$ cat config.mk
export PLATFORM = sky130hd
export DESIGN_NAME = ifetch_unit
export DESIGN_NICKNAME = d
export VERILOG_FILES = /design/src/rtl/cpu_pkg.sv /design/src/rtl/ifetch_unit.sv
export SDC_FILE = /design/constraint.sdc
export NUM_CORES = 1
export LEC_CHECK = 0
export CAP_MARGIN = 20
export CORE_MARGIN = 5
export CORE_UTILIZATION = 41
export CTS_CLUSTER_DIAMETER = 60
export DETAILED_ROUTE_END_ITERATION = 16
export GPL_ROUTABILITY_DRIVEN = 0
export MAX_ROUTING_LAYER = met4
export PLACE_DENSITY = 0.79
export SETUP_SLACK_MARGIN = 0.05
export SYNTH_ARGS = -nofsm -noshare
export SYNTH_HDL_FRONTEND = slang
export SYNTH_SLANG_ARGS = --single-unit
$ cat constraint.sdc
create_clock -name clk -period 2.15 [get_ports clk]
set_input_delay 0.215 -clock clk [delete_from_list [all_inputs] [get_ports clk]]
set_output_delay 0.215 -clock clk [all_outputs]
set_load 0.01 [all_outputs]
$ cat src/rtl/cpu_pkg.sv
// Shared CPU definitions: default fetch geometry, the NOP word and the fetch FSM encoding.
package cpu_pkg;

    localparam int          PC_WIDTH_DEFAULT = 10;
    localparam int          RESET_PC_DEFAULT = 0;
    localparam logic [31:0] NOP_WORD         = 32'h0000_0000;

    typedef enum logic [1:0] {
        ST_REQ  = 2'b00,
        ST_RESP = 2'b01,
        ST_HOLD = 2'b10
    } fetch_state_t;

endpackage

$ cat src/rtl/ifetch_unit.sv
// Instruction fetch: one outstanding read per instruction, result held for decode
// until accepted; a redirect from execute/writeback overrides everything.
module ifetch_unit
    import cpu_pkg::*;
#(
    parameter int PC_WIDTH = PC_WIDTH_DEFAULT,
    parameter int RESET_PC = RESET_PC_DEFAULT
) (
    input  logic                clk,
    input  logic                reset,
    output logic                imem_req,
    output logic [PC_WIDTH-1:0] imem_addr,
    input  logic [31:0]         imem_data,
    input  logic                redirect_valid,
    input  logic [PC_WIDTH-1:0] redirect_pc,
    output logic                inst_valid,
    input  logic                inst_ready,
    output logic [31:0]         inst,
    output logic [PC_WIDTH-1:0] inst_pc,
    output logic [PC_WIDTH-1:0] inst_pc_plus4
);

    localparam logic [PC_WIDTH-1:0] PC_STEP   = PC_WIDTH'(4);
    localparam logic [PC_WIDTH-1:0] WORD_MASK = ~PC_WIDTH'(3);
    localparam logic [PC_WIDTH-1:0] PC_INIT   = PC_WIDTH'(RESET_PC);

    fetch_state_t        state;
    fetch_state_t        next_state;
    logic [PC_WIDTH-1:0] pc;
    logic [PC_WIDTH-1:0] pc_next_seq;

    assign pc_next_seq = pc + PC_STEP;
    assign imem_addr   = pc;

    // Illegal encodings fall back to REQ; a redirect always restarts fetching.
    always_comb begin
        next_state = state;
        imem_req   = 1'b0;
        case (state)
            ST_REQ: begin
                imem_req   = 1'b1;
                next_state = ST_RESP;
            end
            ST_RESP: next_state = ST_HOLD;
            ST_HOLD: begin
                if (inst_ready) begin
                    next_state = ST_REQ;
                end
            end
            default: next_state = ST_REQ;
        endcase
        if (redirect_valid) begin
            next_state = ST_REQ;
        end
    end

    always_ff @(posedge clk or posedge reset) begin
        if (reset) begin
            state         <= ST_REQ;
            pc            <= PC_INIT;
            inst_valid    <= 1'b0;
            inst          <= NOP_WORD;
            inst_pc       <= '0;
            inst_pc_plus4 <= '0;
        end else begin
            state <= next_state;
            if (redirect_valid) begin
                pc         <= redirect_pc & WORD_MASK;
                inst_valid <= 1'b0;
            end else begin
                case (state)
                    ST_RESP: begin
                        inst          <= imem_data;
                        inst_pc       <= pc;
                        inst_pc_plus4 <= pc_next_seq;
                        inst_valid    <= 1'b1;
                        pc            <= pc_next_seq;
                    end
                    ST_HOLD: begin
                        if (inst_ready) begin
                            inst_valid <= 1'b0;
                        end
                    end
                    default: inst_valid <= 1'b0;
                endcase
            end
        end
    end

endmodule

==> flow_summary.json <==
{
  "status": "completed",
  "start_kind": "flop",
  "wl_met3_um": 550,
  "dieHeight_um": 86.97,
  "drt_iter0_drc": 81,
  "crit_arrival_ps": 1470,
  "tns_ps": 0,
  "wire_per_inst_um": 15.09,
  "synthTopCellsByArea": "dfrtp_1 (61%), mux2_2 (19%), buf_4 (1.9%)",
  "cp.required_ps": 1930,
  "cts_max_level": 3,
  "setup_viol": 0,
  "rsz0062_at_grt": "no",
  "synth_area_per_cell_um2": 13.20,
  "ys_types": 30,
  "wl_um": 5598,
  "netlist_area_um2": 2429,
  "die_w_um": 86.97,
  "cts_buffers": 9,
  "diodes": 0,
  "layout_common_cells": "clkdlybuf4s50_1 (101), dfrtp_1 (59), mux2_2 (41)",
  "crit_type": "reg -> out",
  "antenna_found_initial": 0,
  "worst_slack_ps": 467.4,
  "cts_setup_buffers": 0,
  "met1_length_um": 2349,
  "final_area_um2": 3706,
  "power_mw": 3.732,
  "leakage_nw": 1.530,
  "cts.clk_slew.worst_paths_ps": 70,
  "postPlaceCellArea_um2": 3533,
  "ir_drop_mv": 0.7740,
  "hold_buffers": 0,
  "root_buffer": "clkbuf_8",
  "final_common_cell": "clkdlybuf4s50_1",
  "fin_util": 0.6334,
  "ant_nets": 0,
  "grt_pass1_wl_um": 9404,
  "dp_cells": 355,
  "start_util": 0.4151,
  "cts_buffer_depth": 2,
  "drt-pass1-iter-count": 4,
  "crit_path_end_kind": "output port",
  "yosys.area.top_type": "dfrtp_1",
  "swShare": 0.2757,
  "grt_pass1_vias": 1929,
  "p_per_area_nw_per_um2": 1007,
  "grt_max_degree": 39,
  "post-place-ws_ps": 407.1,
  "cts_tree": "yes",
  "seqPwrFrac": 0.424,
  "p_sw_mw": 1.029,
  "via_per_inst": 4.854,
  "rows": 28,
  "via_count": 1801,
  "power_frac_comb": 0.341,
  "synth_top_cell_area_share": 0.6079,
  "die_area_um2": 7563,
  "nNetsFinal": 338,
  "maxCapViolCount": 0,
  "cts_resized": 0,
  "period_needed_ps": 1683,
  "grt_usage": 0.1662,
  "layout-drive-gt1-share": 0.2095,
  "clock_latency_ps": 320,
  "min_path_type": "in -> async",
  "clock_skew_ps": 8.226,
  "dp_hpwl_um": 4056,
  "wl_met2_um": 2602,
  "fmax_ghz": 0.5943,
  "topRoutingLayerUsed": "met4",
  "grt_overflow": 0,
  "slew_violations": 0,
  "p_int_mw": 2.703,
  "core_um2": 5851,
  "area_growth_pct": 52.60,
  "finalHoldViolCount": 0,
  "cts_sinks": 59,
  "finalNonFillerCells": 371,
  "pwr-share-clk": 0.235,
  "numPortBuffers": 101,
  "synth_cells": 184,
  "yosys_warnings": 0,
  "final.period_utilization": 0.7826,
  "boundaryPins": 110,
  "ys_seq_area_frac": 0.6079,
  "fillers": 479,
  "synth-seq-cells": 59,
  "cp_max_fo": 7,
  "drc": 0,
  "hold_ws_ps": 228.7
}
## synth_stat cells (all sizes together)
library cell	count
o21a	1
inv	2
mux2i	1
mux2	41
a31oi	4
nand3b	1
xor2	4
or3b	2
conb	1
xnor2	1
or3	2
nand3	6
nand4	1
o21ai	8
buf	12
o31ai	2
nand2	12
o211ai	3
or4	5
o311ai	1
ha	1
dfrtp	59
clkbuf	3
nor3b	1
nand2b	1
a21oi	2
nor2	6
nor3	1
## flip-flops by register name, summed over array words and instances, names as in the netlist
| register | cells |
|---|---|
| inst_pc_plus4 | 8 |
| imem_addr | 8 |
| state | 2 |
| inst_pc | 8 |
| inst | 32 |
| inst_valid | 1 |
## worst paths after layout
path                                              start                           end  slack, ps  cells after the start
max in group asynchronous                         reset          inst[19]$_DFFE_PP0P_       1330                      3
hold / removal                                    reset          inst[16]$_DFFE_PP0P_        230                      2
setup reg to reg                   state[1]$_DFFE_PP0P_      imem_addr[7]$_DFFE_PP0P_        510                      3
hold reg to reg            inst_pc_plus4[8]$_DFFE_PP0P_  inst_pc_plus4[8]$_DFFE_PP0P_        490                      2
min in group clk                         redirect_pc[5]      imem_addr[5]$_DFFE_PP0P_        460                      3
setup / recovery                   state[1]$_DFFE_PP0P_                      imem_req        470                      2
## metal layers
metal / track usage / vias up
met5: - / -
met4: 0.07649 / 0
met3: 0.06149 / 10
met2: 0.2422 / 74
met1: 0.2050 / 868
li1: - / 849
## power groups by stage
stage | sequential, mW | clock, mW | combinational [mW]
final | 1.58 | 0.875 | 1.27
after global routing | 1.64 | 0.950 | 1.37
after CTS | 1.59 | 0.906 | 1.30
after detailed placement | 1.61 | 0 | 1.29
after global placement | 1.59 | 0 | 1.27
after floorplan | 1.74 | 0 | 0.368
## critical path, stage by stage (launching register included)
cell	delay, ps
dfrtp_1	440
nor2_1	140
clkdlybuf4s50_1	570
## cell type report
cell class | instances | area [µm²] | area share
multi-input combinational | 113 | 882.1 | 0.2380
inverter | 2 | 7.507 | 0.002026
clock buffer | 14 | 162.7 | 0.04389
clock inverter | 2 | 10.01 | 0.002701
timing repair buffer | 106 | 1074 | 0.2897
tap | 75 | 93.84 | 0.02532
sequential | 59 | 1476 | 0.3984
## cells by family after synthesis
logic type / after synthesis / synth area share
compound gates: 21 / 0.05306
xor+xnor: 5 / 0.01803
fa+ha+maj: 1 / 0.005151
buf+inv: 17 / 0.03864
flops: 59 / 0.6079
mux: 42 / 0.1942
other cells: 1 / 0.001544
simple gates: 38 / 0.08141
(Power assumes the default switching activity.)
